<file path="config.mk">
export PLATFORM = sky130hd
export DESIGN_NAME = eth_rx_ctrl
export DESIGN_NICKNAME = d
export VERILOG_FILES = /design/src/rtl/eth_rx_ctrl.sv
export SDC_FILE = /design/constraint.sdc
export NUM_CORES = 1
export LEC_CHECK = 0
export CORE_ASPECT_RATIO = 0.6
export CORE_MARGIN = 2
export CORE_UTILIZATION = 32
export CTS_CLUSTER_SIZE = 12
export DETAILED_ROUTE_END_ITERATION = 12
export PLACE_DENSITY = 0.62
export SYNTH_ARGS = -nofsm -noshare
export SYNTH_HDL_FRONTEND = slang
export SYNTH_SLANG_ARGS = --single-unit
export TNS_END_PERCENT = 30
</file>
<file path="constraint.sdc">
create_clock -name clk -period 2.6 [get_ports clk]
set_input_delay 0.39 -clock clk [delete_from_list [all_inputs] [get_ports clk]]
set_output_delay 0.39 -clock clk [all_outputs]
set_load 0.01 [all_outputs]
</file>
<file path="src/rtl/eth_rx_ctrl.sv">
// rtl/eth_rx_ctrl.sv - Ethernet receive controller: stores one frame into the frame buffer and holds it until the CPU re-arms.
// Optional destination-address filtering is enabled by defining ETH_RX_MAC_FILTER_EN.
module eth_rx_ctrl #(
    parameter int          BUF_AW   = 11,
    parameter logic [47:0] MAC_ADDR = 48'h02_00_00_00_00_01
) (
    input  logic              clk,
    input  logic              n_rst,
    input  logic              frame_active,
    input  logic              byte_valid,
    input  logic [7:0]        byte_data,
    input  logic              cr_wr,
    input  logic [7:0]        cr_wdata,
    output logic              buf_we,
    output logic [BUF_AW-1:0] buf_addr,
    output logic [7:0]        buf_wdata,
    output logic              recv_full,
    output logic [15:0]       recv_len,
    output logic              overflow,
    output logic [7:0]        drop_cnt
);

    localparam int CW = BUF_AW + 1;
    localparam logic [CW-1:0] MAX_LEN = {1'b1, {BUF_AW{1'b0}}};

    typedef enum logic [1:0] {
        S_IDLE,
        S_RECV,
        S_SKIP,
        S_FULL
    } state_t;

    state_t            state, state_n;
    logic [CW-1:0]     count, count_n;
    logic              prev_active;
    logic              buf_we_n;
    logic [BUF_AW-1:0] buf_addr_n;
    logic [7:0]        buf_wdata_n;
    logic              recv_full_n;
    logic [15:0]       recv_len_n;
    logic              overflow_n;
    logic [7:0]        drop_cnt_n;

    logic frame_start;
    logic rearm;
    logic unused_cr;

    assign frame_start = frame_active & ~prev_active;
    assign rearm       = cr_wr & ~cr_wdata[0];
    assign unused_cr   = ^cr_wdata[7:1];

`ifdef ETH_RX_MAC_FILTER_EN
    localparam logic [CW-1:0] HDR_LEN = CW'(6);

    // Unicast and broadcast matches are tracked separately; a frame is
    // rejected only once both candidate destinations have been ruled out.
    logic       uni_ok, uni_ok_n;
    logic       bc_ok, bc_ok_n;
    logic [7:0] mac_byte;

    always_comb begin
        case (count[2:0])
            3'd0:    mac_byte = MAC_ADDR[47:40];
            3'd1:    mac_byte = MAC_ADDR[39:32];
            3'd2:    mac_byte = MAC_ADDR[31:24];
            3'd3:    mac_byte = MAC_ADDR[23:16];
            3'd4:    mac_byte = MAC_ADDR[15:8];
            3'd5:    mac_byte = MAC_ADDR[7:0];
            default: mac_byte = 8'hFF;
        endcase
    end
`endif

    always_ff @(posedge clk or negedge n_rst) begin
        if (!n_rst) begin
            state       <= S_IDLE;
            count       <= '0;
            prev_active <= 1'b1;
            buf_we      <= 1'b0;
            buf_addr    <= '0;
            buf_wdata   <= '0;
            recv_full   <= 1'b0;
            recv_len    <= '0;
            overflow    <= 1'b0;
            drop_cnt    <= '0;
`ifdef ETH_RX_MAC_FILTER_EN
            uni_ok      <= 1'b1;
            bc_ok       <= 1'b1;
`endif
        end else begin
            state       <= state_n;
            count       <= count_n;
            prev_active <= frame_active;
            buf_we      <= buf_we_n;
            buf_addr    <= buf_addr_n;
            buf_wdata   <= buf_wdata_n;
            recv_full   <= recv_full_n;
            recv_len    <= recv_len_n;
            overflow    <= overflow_n;
            drop_cnt    <= drop_cnt_n;
`ifdef ETH_RX_MAC_FILTER_EN
            uni_ok      <= uni_ok_n;
            bc_ok       <= bc_ok_n;
`endif
        end
    end

    always_comb begin
        state_n     = state;
        count_n     = count;
        buf_we_n    = 1'b0;
        buf_addr_n  = buf_addr;
        buf_wdata_n = buf_wdata;
        recv_full_n = recv_full;
        recv_len_n  = recv_len;
        overflow_n  = overflow;
        drop_cnt_n  = drop_cnt;
`ifdef ETH_RX_MAC_FILTER_EN
        uni_ok_n    = uni_ok;
        bc_ok_n     = bc_ok;
`endif

        case (state)
            S_IDLE: begin
                if (frame_start) begin
                    state_n    = S_RECV;
                    count_n    = '0;
                    overflow_n = 1'b0;
`ifdef ETH_RX_MAC_FILTER_EN
                    uni_ok_n   = 1'b1;
                    bc_ok_n    = 1'b1;
`endif
                end
            end

            S_RECV: begin
                if (byte_valid) begin
                    if (count < MAX_LEN) begin
                        buf_we_n    = 1'b1;
                        buf_addr_n  = count[BUF_AW-1:0];
                        buf_wdata_n = byte_data;
                        count_n     = count + CW'(1);
                    end else begin
                        overflow_n  = 1'b1;
                    end
`ifdef ETH_RX_MAC_FILTER_EN
                    if (count < HDR_LEN) begin
                        uni_ok_n = uni_ok && (byte_data == mac_byte);
                        bc_ok_n  = bc_ok && (byte_data == 8'hFF);
                    end
`endif
                end
                // A byte arriving with the falling edge of frame_active is
                // already folded into count_n, so the length includes it.
`ifdef ETH_RX_MAC_FILTER_EN
                if (!uni_ok_n && !bc_ok_n) begin
                    state_n = frame_active ? S_SKIP : S_IDLE;
                end else if (!frame_active) begin
                    if (count_n >= HDR_LEN) begin
                        state_n     = S_FULL;
                        recv_full_n = 1'b1;
                        recv_len_n  = 16'(count_n);
                    end else begin
                        state_n     = S_IDLE;
                    end
                end
`else
                if (!frame_active) begin
                    if (count_n != '0) begin
                        state_n     = S_FULL;
                        recv_full_n = 1'b1;
                        recv_len_n  = 16'(count_n);
                    end else begin
                        state_n     = S_IDLE;
                    end
                end
`endif
            end

            S_SKIP: begin
                if (!frame_active) begin
                    state_n = S_IDLE;
                end
            end

            S_FULL: begin
                if (frame_start && (drop_cnt != 8'hFF)) begin
                    drop_cnt_n = drop_cnt + 8'd1;
                end
            end

            default: begin
                state_n = S_IDLE;
            end
        endcase

        // Re-arm overrides whatever the state logic decided this cycle.
        if (rearm) begin
            state_n     = frame_active ? S_SKIP : S_IDLE;
            recv_full_n = 1'b0;
            recv_len_n  = '0;
            overflow_n  = 1'b0;
        end
    end

endmodule

</file>
==> summary.md, run 1 <==
| Metric | Value |
|---|---|
| Run status | finished, final reports clean |
| Share of layout cells above drive strength 1 | 19.3% |
| Static Leak | 1.69 nW |
| Drt pass-1 iters | 4 |
| Largest net degree at the start of global routing | 25 |
| GRT overflow | 0 |
| Clock root buffer master | clkbuf_16 |
| Core footprint | 9090 µm² |
| Die width | 128 µm |
| DRC viols | 0 |
| Final Net Count | 360 |
| Synth top area cells | dfrtp_1 (47%), mux2_2 (7.2%), a211oi_2 (3.8%) |
| Peak VDD IR | 0.390 mV |
| Post-synth top flop | dfrtp_1 |
| Cells after DPL | 438 |
| Final setup fails | 0 |
| Flops & latches, synth | 57 |
| Async S/R FF share, synth | 100% |
| Worst Reg-to-Reg Cells | 7 |
| Finished Layout Cells | 453 |
| Required time of the critical path | 2.81 ns |
| Rows | 27 |
| Final Power | 3.62 mW |
| Setup TNS | 0 ns |
| Max Cap Viol | 0 |
| Slew margin rel. | 59.8% |
| Fin crit share | 87.9% |
| Number of vias per cell | 4.91 |
| Post-DP HPWL | 4870 µm |
| Routability Congestion | 0.829 |
| Initial core utilization | 32.6% |
| Drt wl/cell | 14.8 µm |
| Die Ht | 78.6 µm |
| Startpoint types | flop |
| Most common cell after layout, fill and taps aside | dfrtp_1 |
| PwrDens | 917 nW/µm² |
| # IOs | 67 |
| Setup WS pre-CTS | 0.00750 ns |
| Worst setup path end | state[0] |
| CTS tree | built |
| Clock Sinks | 57 |
| Total GRT Usage | 14.7% |
| Worst flop-to-flop path startpoint | count[11] |
| Most frequent cells in the layout | dfrtp_1 (56), clkdlybuf4s50_1 (54), nor2_1 (21) |
| Vias | 2224 |
| Post-CTS sizing | 0 |
| Setup repair bufs after CTS | 0 |
| Critical path type | reg2reg |
| Flop2flop setup slack | 0.31 ns |
| Final Hold Vio Count | 0 |
| Final ANT Viol Nets | 0 |
| Top cell type's share of synthesized area | 47.3% |
| Hold Crit Class | in2async |
| Worst-case clock buffer depth | 2 |
| Critical Path End Type | flop |
| CP startpoint | count[11] |
| Critical Path AT | 2.49 ns |
| Skew final | 0.00796 ns |
| Final worst slack | 0.315 ns |
| Global-route wire length before repair | 11200 µm |
| Biggest area consumer among synthesized cells | dfrtp_1 |
| Tmin final | 2.29 ns |
| Max-slew violations | 0 |
| Final Hold Slack | 0.0395 ns |
| Least-Margin Pin Slew | 0.601 ns |
| Final wirelength | 6700 µm |
| Cells after synthesis | 270 |
| Diodes inserted | 0 |
| Die Footprint | 10100 µm² |
| RSZ-0062 raised after global routing | false |
| CP max FO | 10 |
| Worst-path clk slew | 0.05 ns |
| TritonCTS Buffers | 9 |
| DR iter-0 viols | 107 |
| Post-synth design cell area | 2970 µm² |
| EDFF count, synth | 0 |
| Total number of yosys warnings | 0 |
| Worst r2r dst | state[0] |
| # hold bufs at CTS | 0 |
| CTS HTree Levels | 3 |
| Sequential fraction of the synthesis area | 48.1% |
| Fmax | 438 MHz |
| Vias in the first global route | 2195 |
| Synthesized area per cell | 11.0 µm² |
| Clk_lat worst skew | 0.33 ns |
| Netlist cell types | 50 |
| Area Overhead vs Synth | 33.1% |
| Antenna violations before repair | 0 |
| Port Buf Inserts | 55 |
[through the flow]
step                utilization [%]  cell area [µm²]
finish                         43.4             3950
global route                   43.4             3950
CTS                            43.4             3950
detailed placement             40.2             3650
global placement               40.2             3650
floorplan                         -             2980
[registers in the layout, indices dropped and copies added, names as in the netlist]
name and cells:
buf_addr 11, prev_active 1, overflow 1, buf_wdata 8, drop_cnt 8, recv_full 1, count 12, recv_len 12
state 2, buf_we 1
[area by class of cell]
type,instances,area [µm²]
multi-input cells,187,1370
repair buffers,71,678
clock buffers,12,256
flip-flops and latches,57,1430
fillers,820,5140
inverters,7,26.3
well taps,116,145
clock inverters,3,40.0
[how the worst min path moves through the flow]
stage | from | to | cells after the start
after floorplan | n_rst | buf_addr[0] | 0
after global placement | n_rst | buf_addr[6] | 1
after detailed placement | n_rst | buf_wdata[6] | 1
after CTS | n_rst | buf_wdata[6] | 1
after global routing | n_rst | buf_wdata[6] | 1
final | n_rst | buf_wdata[6] | 1
[per-layer routing]
layer	vias to the layer above	GRT usage [%]	share of wire (%)
li1	1078	-	-
met1	1084	19.7	50
met2	56	21.1	43
met3	6	6.61	5.6
met4	0	4.18	1.0
met5	-	0	0
[logic make-up (layout without fill, tap and decap cells)]
group	count (synthesis)	after routing	share of synthesized area, %
AOI/OAI and AO/OA	51	51	14.3
xor gates and xnor gates	19	19	5.61
adders and majority gates	6	6	2.53
buffers and inverters	29	93	5.95
DFF	57	57	48.1
muxes	22	22	8.23
other	1	4	0.126
and+or+nand+nor	85	85	15.1
[cells in the mapped netlist (4+ instances only)]
cell,count
nand2_1,18
buf_6,4
o21ai_0,13
o31ai_1,5
nand2b_1,6
xnor2_1,11
nand3_1,9
a21oi_1,8
inv_1,7
clkbuf_1,6
dfrtp_1,56
xor2_1,8
buf_4,9
ha_1,6
nor2_1,21
mux2_2,19
a211oi_2,9
and3_1,4
nand4_1,7
[where the power goes]
part           switching (mW)  internal, mW  total [mW]
sequential              0.142          1.09        1.23
combinational           0.573         0.642        1.22
clock                   0.393         0.783        1.18
[worst max-delay path, stage by stage (launching register included)]
cell	delay (ns)
dfrtp_1	0.53
and3b_1	0.24
a211o_1	0.33
a2111oi_4	0.42
buf_4	0.18
and3_1	0.20
and3_1	0.19
o41ai_2	0.08
Note: power is estimated with default switching activity, not from simulation.
==> run 2: changes to the inputs <==
==> constraint.sdc (replaced) <==
create_clock -name clk -period 2.5 [get_ports clk]
set_input_delay 0.375 -clock clk [delete_from_list [all_inputs] [get_ports clk]]
set_output_delay 0.375 -clock clk [all_outputs]
set_load 0.01 [all_outputs]
==> run 2 against run 1 <==
Sequential share of layout area is 0.94 points lower; non-clock buffer count up 7; first-iteration DRC count down 5.6%; clock-buffer cell count is 2 lower; final area up 2.7%; sequential cell count stayed put; critical endpoint is now recv_len[6]; hold slack got worse by 0.034 ns.
==> summary.md, run 2 (synthesized netlist as in run 1, its figures left out) <==
| Metric | Value |
|---|---|
| Max-slew violations | 0 (unchanged) |
| Worst Reg-to-Reg Cells | 8 (was 7) |
| # hold bufs at CTS | 0 (unchanged) |
| Number of vias per cell | 4.91 (about the same) |
| Post-CTS sizing | 0 (unchanged) |
| Most common cell after layout, fill and taps aside | dfrtp_1 (unchanged) |
| Least-Margin Pin Slew | 0.502 ns (was 0.601 ns) |
| Design area | 4050 µm² (was 3950 µm²) |
| Placed instance area | 3740 µm² (was 3650 µm²) |
| Setup TNS | 0 ns (unchanged) |
| CP Depth | 8 (was 7) |
| Max stage delay cell, worst path | or4_1 (was dfrtp_1) |
| Fillcell total | 833 (was 820) |
| DR iter-0 viols | 101 (was 107) |
| Largest regs | count (12), recv_len (12), buf_addr (11) (unchanged) |
| Max Cap Viol | 0 (unchanged) |
| # IOs | 67 (unchanged) |
| Vias in the first global route | 2232 (was 2195) |
| Setup repair bufs after CTS | 0 (unchanged) |
| Critical Path AT | 2.52 ns (was 2.49 ns) |
| Slowest stage delay, CP | 0.50 ns (was 0.53 ns) |
| Worst-path clk slew | 0.05 ns (about the same) |
| Final wirelength | 6680 µm (was 6700 µm) |
| Fmax | 432 MHz (was 438 MHz) |
| Routability Congestion | 0.858 (was 0.829) |
| Clock root buffer master | clkbuf_16 (unchanged) |
| Run status | finished, final reports clean (unchanged) |
| Final Net Count | 367 (was 360) |
| Area Overhead vs Synth | 36.6% (was 33.1%) |
| Static Leak | 1.75 nW (was 1.69 nW) |
| Final Hold Vio Count | 0 (unchanged) |
| Required time of the critical path | 2.71 ns (was 2.81 ns) |
| Critical path type | reg2reg (unchanged) |
| Drt pass-1 iters | 5 (was 4) |
| CTS tree | built (unchanged) |
| CTS HTree Levels | 3 (unchanged) |
| Tmin final | 2.31 ns (was 2.29 ns) |
| TritonCTS Buffers | 9 (unchanged) |
| Final setup fails | 0 (unchanged) |
| Fin crit share | 92.5% (was 87.9%) |
| Worst path bufs/invs | 1 (unchanged) |
| Critical Path End Type | flop (unchanged) |
| Die width | 128 µm (unchanged) |
| Most frequent cells in the layout | dfrtp_1 (56), clkdlybuf4s50_1 (54), nor2_1 (21) (unchanged) |
| Hold Crit Class | in2async (unchanged) |
| Global-route wire length before repair | 11700 µm (was 11200 µm) |
| CP max FO | 21 (was 10) |
| RSZ-0062 raised after global routing | false (unchanged) |
| GRT overflow | 0 (unchanged) |
| Post-DP HPWL | 4870 µm (about the same) |
| Drt wl/cell | 14.5 µm (was 14.8 µm) |
| Clock Sinks | 57 (unchanged) |
| Initial core utilization | 32.6% (unchanged) |
| PwrDens | 958 nW/µm² (was 917 nW/µm²) |
| Rows | 27 (unchanged) |
| Largest net degree at the start of global routing | 39 (was 25) |
| Final Hold Slack | 0.00499 ns (was 0.0395 ns) |
| Crit-path cells | ha_1 -> and4b_1 -> or4_1 -> o211ai_2 -> a41oi_2 -> buf_12 -> nor2_1 -> a211oi_2 (was and3b_1 -> a211o_1 -> a2111oi_4 -> buf_4 -> and3_1 -> and3_1 -> o41ai_2) |
| Worst-case clock buffer depth | 2 (unchanged) |
| Diodes inserted | 0 (unchanged) |
| Peak VDD IR | 0.389 mV (was 0.390 mV) |
| Port Buf Inserts | 55 (unchanged) |
| Skew final | 0.00393 ns (was 0.00796 ns) |
| Final ANT Viol Nets | 0 (unchanged) |
| Startpoint types | flop (unchanged) |
| Family with the most delay on the worst path | simple AND/OR/NAND/NOR gates (was compound AO/OA/AOI/OAI gates) |
| Core footprint | 9090 µm² (unchanged) |
| Share of layout cells above drive strength 1 | 21.2% (was 19.3%) |
| Vias | 2264 (was 2224) |
| Antenna violations before repair | 0 (unchanged) |
| DRC viols | 0 (unchanged) |
| Slew margin rel. | 66.5% (was 59.8%) |
| Clk_lat worst skew | 0.33 ns (about the same) |
| Die Ht | 78.6 µm (unchanged) |
| Die Footprint | 10100 µm² (unchanged) |
| Total GRT Usage | 15.2% (was 14.7%) |
## run 2: cell count changes in the layout (fill, tap and decap cells not counted)
cell,previous run,this run
bufinv_16,1,2
clkbuf_8,2,0
buf_12,1,4
clkinv_2,2,3
buf_4,15,19
clkinvlp_4,0,1
## run 2: worst paths after layout
kind | start | endpoint | slack [ns]
worst max-delay path | count[0] | recv_len[6] | 0.19
worst min-delay path | n_rst | buf_addr[5] | 0.005
worst min register to register | buf_addr[0] | buf_addr[0] | 0.49
worst max register to register | count[0] | recv_len[6] | 0.19
min in group clk | buf_addr[0] | buf_addr[0] | 0.49
max in group asynchronous | n_rst | prev_active | 1.85
## run 2: per-stage QoR
| step | std cells | setup WS, ns | total power, mW | utilization (%) |
|---|---|---|---|---|
| after floorplan | 273 | 0.348 | 1.98 | - |
| after global placement | 445 | -0.0529 | 2.58 | 41.2 |
| after detailed placement | 445 | -0.108 | 2.61 | 41.2 |
| after CTS | 461 | 0.178 | 3.93 | 44.6 |
| after global routing | 461 | 0.0813 | 4.13 | 44.6 |
| final | 461 | 0.188 | 3.88 | 44.6 |
## run 2: power breakdown
part           switching (mW)  internal (mW)
Sequential              0.147           1.13
Clock                   0.428          0.865
Combinational           0.600          0.710
Total                    1.18           2.71
## run 2: cell type report
type	count	area (µm²)	area share [%]
clock buffer	10	229	5.65
clock inverter	6	82.6	2.04
inverter	7	26.3	0.649
multi-input combinational	187	1370	33.9
sequential	57	1430	35.2
tap	116	145	3.58
timing repair buffer	78	768	19.0
## run 2: per-layer routing
| metal | GRT usage, % | vias up | wire length [µm] |
|---|---|---|---|
| met2 | 20.7 | 60 | 2820 |
| met1 | 21.7 | 1101 | 3340 |
| li1 | - | 1090 | - |
| met4 | 5.93 | 0 | 114 |
| met5 | 0 | - | 0 |
| met3 | 5.11 | 13 | 395 |
==> variant 1, RTL diff (settings of run 1) <==
Change the parameter `BUF_AW` from 11 to 12.
--- a/src/rtl/eth_rx_ctrl.sv
+++ b/src/rtl/eth_rx_ctrl.sv
@@ -2,5 +2,5 @@
 // Optional destination-address filtering is enabled by defining ETH_RX_MAC_FILTER_EN.
 module eth_rx_ctrl #(
-    parameter int          BUF_AW   = 11,
+    parameter int          BUF_AW   = 12,
     parameter logic [47:0] MAC_ADDR = 48'h02_00_00_00_00_01
 ) (
Ports: changed (resized buf_addr); port bits go from 67 to 68. The function was not compared with the original's and may differ.
==> variant 1 against run 1 <==
Clock skew is essentially flat. Total power up 1.4%. Count of clock-buffer cells in the layout is 2 lower. Sequential cell count increased by 3. Synthesized area grew 1.7%. Wire length is 10% higher. Via count increased by 9.5%. Fmax decreased by 6.8%. Final area grew 7.3%. Setup slack got worse by 170 ps. Largest cell class unchanged. Largest power group is now combinational cells.
==> variant 1: results (changes against run 1) <==
metric;value;unit;change
power.leakage;1.891;nW;+12%
fmax;408.0;MHz;-6.8%
comb.multi_input.count;201;;+7.5%
internal_power;2.497;mW;-0.63%
crit_fanout;7;;-3
syn_inst;284;;+5.2%
reg_top3;count x13, recv_len x13, buf_addr x12;;
synth_area_leaders;dfrtp_1, mux2_2, nand2_1;;
drive_gt1_frac;0.2255;;+0.03259
met1_length;3776;um;+13%
hold_buffers;1;;+1
ir_drop;449.8;uV;+15%
outcome;finished, final reports clean;;
wl_per_cell;14.54;um;-1.6%
grt_pass1_vias;2429;;+11%
hpwl;5234;um;+7.5%
grt_util_met2;0.2237;;+0.01251
ys_types;51;;+2.0%
nClkBuffers;10;;-2
grt_max_degree;54;;+120%
grt_pass1_wl;12320;um;+9.8%
grt_use_met3;0.07143;;+0.005307
use_met1;0.2212;;+0.02382
multiInputGateArea;1415;um2;+3.1%
fin_worst_skew;7.578;ps;-0.3829 ps
p_sw_frac;0.3196;;+0.01378
grt_usage;0.1572;;+0.01062
wl_met2;3149;um;+8.5%
reg2reg_setup_slack;190;ps;-120 ps
buf_share;0.1957;;+0.02384
variant 1: cell count changes in the layout (fill, tap and decap cells not counted), moves of 4 or more:
cell	delta
buf_4	+16
a211oi_2	-6
mux2i_1	+4
nand2_1	+16
nor2_1	-12
o211ai_1	+4
variant 1: worst max-delay path, stage by stage:
cell	delay, ps
clkdlybuf4s50_1	550
nand4b_2	170
o31a_1	360
nor4_2	360
and4_4	270
a21o_1	170
buf_4	210
mux2i_1	210
variant 1: logic make-up (layout without fill, tap and decap cells):
| family | count (synthesis) | in the layout | share of synthesized area |
|---|---|---|---|
| fa+ha+maj | 6 | 6 | 0.02489 |
| simple gates | 97 | 97 | 0.1750 |
| flops | 60 | 60 | 0.4981 |
| mux | 27 | 27 | 0.09789 |
| buf+inv | 25 | 116 | 0.04106 |
| compound gates | 52 | 52 | 0.1153 |
| other cells | 1 | 3 | 0.001243 |
| xor+xnor | 16 | 16 | 0.04645 |
==> variant 2, RTL diff (config.mk and constraints of run 1) <==
Made on the original files. Register the output `drop_cnt` once more, without a reset; this adds one clock of latency there. The other outputs are not delayed to match.
--- a/src/rtl/eth_rx_ctrl.sv
+++ b/src/rtl/eth_rx_ctrl.sv
@@ -31,4 +31,6 @@
     } state_t;
 
+    logic [7:0] drop_cnt_s0;
+
     state_t            state, state_n;
     logic [CW-1:0]     count, count_n;
@@ -83,5 +85,5 @@
             recv_len    <= '0;
             overflow    <= 1'b0;
-            drop_cnt    <= '0;
+            drop_cnt_s0 <= '0;
 `ifdef ETH_RX_MAC_FILTER_EN
             uni_ok      <= 1'b1;
@@ -98,5 +100,5 @@
             recv_len    <= recv_len_n;
             overflow    <= overflow_n;
-            drop_cnt    <= drop_cnt_n;
+            drop_cnt_s0 <= drop_cnt_n;
 `ifdef ETH_RX_MAC_FILTER_EN
             uni_ok      <= uni_ok_n;
@@ -115,5 +117,5 @@
         recv_len_n  = recv_len;
         overflow_n  = overflow;
-        drop_cnt_n  = drop_cnt;
+        drop_cnt_n  = drop_cnt_s0;
 `ifdef ETH_RX_MAC_FILTER_EN
         uni_ok_n    = uni_ok;
@@ -185,6 +187,6 @@
 
             S_FULL: begin
-                if (frame_start && (drop_cnt != 8'hFF)) begin
-                    drop_cnt_n = drop_cnt + 8'd1;
+                if (frame_start && (drop_cnt_s0 != 8'hFF)) begin
+                    drop_cnt_n = drop_cnt_s0 + 8'd1;
                 end
             end
@@ -204,4 +206,8 @@
     end
 
+    always_ff @(posedge clk) begin
+        drop_cnt <= drop_cnt_s0;
+    end
+
 endmodule
 
Function: changed (Yosys sat finds a counterexample within 10 cycles, from zero or initial values and one cycle with n_rst low).
==> variant 2 against run 1 <==
Clock skew shrank 3.8 ps. Total power grew 8.5%. Sequential cell count grew 8. Synthesized area grew 3.8%. Final area grew 4.8%. Sequential share of layout area grew 2.2 points. Setup slack lost 180 ps. Wire length grew 5.1%. Count of clock-buffer cells in the layout shrank 1. Largest cell class unchanged.
==> variant 2: results (changes against run 1) <==
metric;value;unit;change
syn_inst;275;;+1.9%
combPwrFrac;0.329;;-0.007
first_iter_violations;121;;+13%
dr.pass1.iters;4;;unchanged
overflow;0;;unchanged
clockBufferDepth;2;;unchanged
n_antenna_cell;0;;unchanged
seq_power_share;0.349;;+0.010
highest_layer;met4;;
holdWs;119.7;ps;+80.20 ps
ys_types;52;;+4.0%
gp_congestion;0.8784;;+5.9%
ir_drop;516.2;uV;+32%
dp.cells;468;;+6.8%
comb_power;1.29;mW;+6%
nFillCells;883;;+7.7%
r2r-end;recv_len[11]$_DFFE_PN0P_;;
io_buffers;55;;unchanged
dr_wl_met3;433;um;+15%
tightest_slew;724.9;ps;+123.7 ps
grt_pass1_vias;2283;;+4.0%
worstRegToRegCells;7;;unchanged
wl;7035;um;+5.1%
place_area;3811;um2;+4.4%
power.leakage;1.777;nW;+5.1%
crit_fanout;12;;+2
route.vias.total;2306;;+3.7%
cts_root_buffer;clkbuf_16;;
yosys-mux-area-fraction;0.07602;;-0.006262
fin_worst_skew;4.176;ps;-3.785 ps
cp.arrival;2680;ps;+190 ps
synth_area_leaders;dfrtp_1, mux2_2, dfxtp_1;;
synthArstFlopShare;0.8769;;-0.1231
reg2reg_setup_slack;130;ps;-180 ps
layout.cells.non_filler;484;;+6.8%
path_clk_slew;50;ps;about the same
ys_seq_area_frac;0.5159;;+0.03442
wl_met2;2974;um;+2.5%
met1_length;3569;um;+6.6%
outcome;finished, final reports clean;;
grt_max_degree;34;;+36%
pre_cts_slack;-93.78;ps;-101.3 ps
cts_setup_buffers;0;;unchanged
p_sw_frac;0.2999;;-0.005933
synthXorXnorAreaFrac;0.05407;;-0.002053
grt_pass1_wl;11530;um;+2.8%
synth_common_cells;dfrtp_1, nand2_1, mux2_2, o21ai_0, xnor2_1;;
synth_fa_ha_area_frac;0.02439;;-0.0009262
synth-compound-area-share;0.1211;;-0.02190
timing.rr.start;count[0]$_DFFE_PN0P_;;
hpwl;5107;um;+4.9%
slowest_delay;370;ps;-160 ps
drive_gt1_frac;0.1864;;-0.006438
antenna_found_initial;0;;unchanged
grt_usage;0.1474;;+0.0008372
fin_nets;376;;+4.4%
==> variant 2: cell count changes after synthesis, sizes merged, moves of 5 or more <==
cell	run 1	this run
nand2	18	41
a211oi	10	1
nor2	21	12
o221a	0	9
dfxtp	0	8
o21ai	14	20
a21oi	8	3
xnor2	11	16
xor2	8	3
==> variant 2: cell families after synthesis <==
logic type               after synthesis
adder cells (fa/ha/maj)                6
multiplexers                          21
XOR/XNOR                              19
buffers and inverters                 22
flip-flops                            65
AO/OA/AOI/OAI                         50
other                                  1
AND/OR/NAND/NOR                       91
==> variant 2: worst max path at each step <==
| stage | startpoint | cells past startpoint | slack [ps] | end |
|---|---|---|---|---|
| after floorplan | count[0]$_DFFE_PN0P_ | 8 | 250 | recv_len[2]$_DFFE_PN0P_ |
| after detailed placement | byte_valid | 7 | -90 | recv_len[11]$_DFFE_PN0P_ |
| after global routing | count[0]$_DFFE_PN0P_ | 7 | 30 | recv_len[0]$_DFFE_PN0P_ |
| after global placement | byte_valid | 7 | -60 | recv_len[11]$_DFFE_PN0P_ |
| after CTS | count[0]$_DFFE_PN0P_ | 7 | 170 | recv_len[11]$_DFFE_PN0P_ |
| final | count[0]$_DFFE_PN0P_ | 7 | 130 | recv_len[11]$_DFFE_PN0P_ |
==> variant 2: per-layer routing <==
layer | vias up | track usage
li1 | 1103 | -
met1 | 1122 | 0.2070
met2 | 76 | 0.2073
met3 | 5 | 0.05429
met4 | 0 | 0.05106
met5 | - | 0
==> variant 2: cell type report <==
type                    count  area (um2)  share of cell area
flip-flops and latches     65        1588              0.3838
multi-input cells         191        1348              0.3258
repair buffers             76       703.2              0.1700
clock buffers              11       232.7             0.05626
well taps                 130       162.7             0.03932
clock inverters             5       80.08             0.01936
inverters                   6       22.52            0.005445
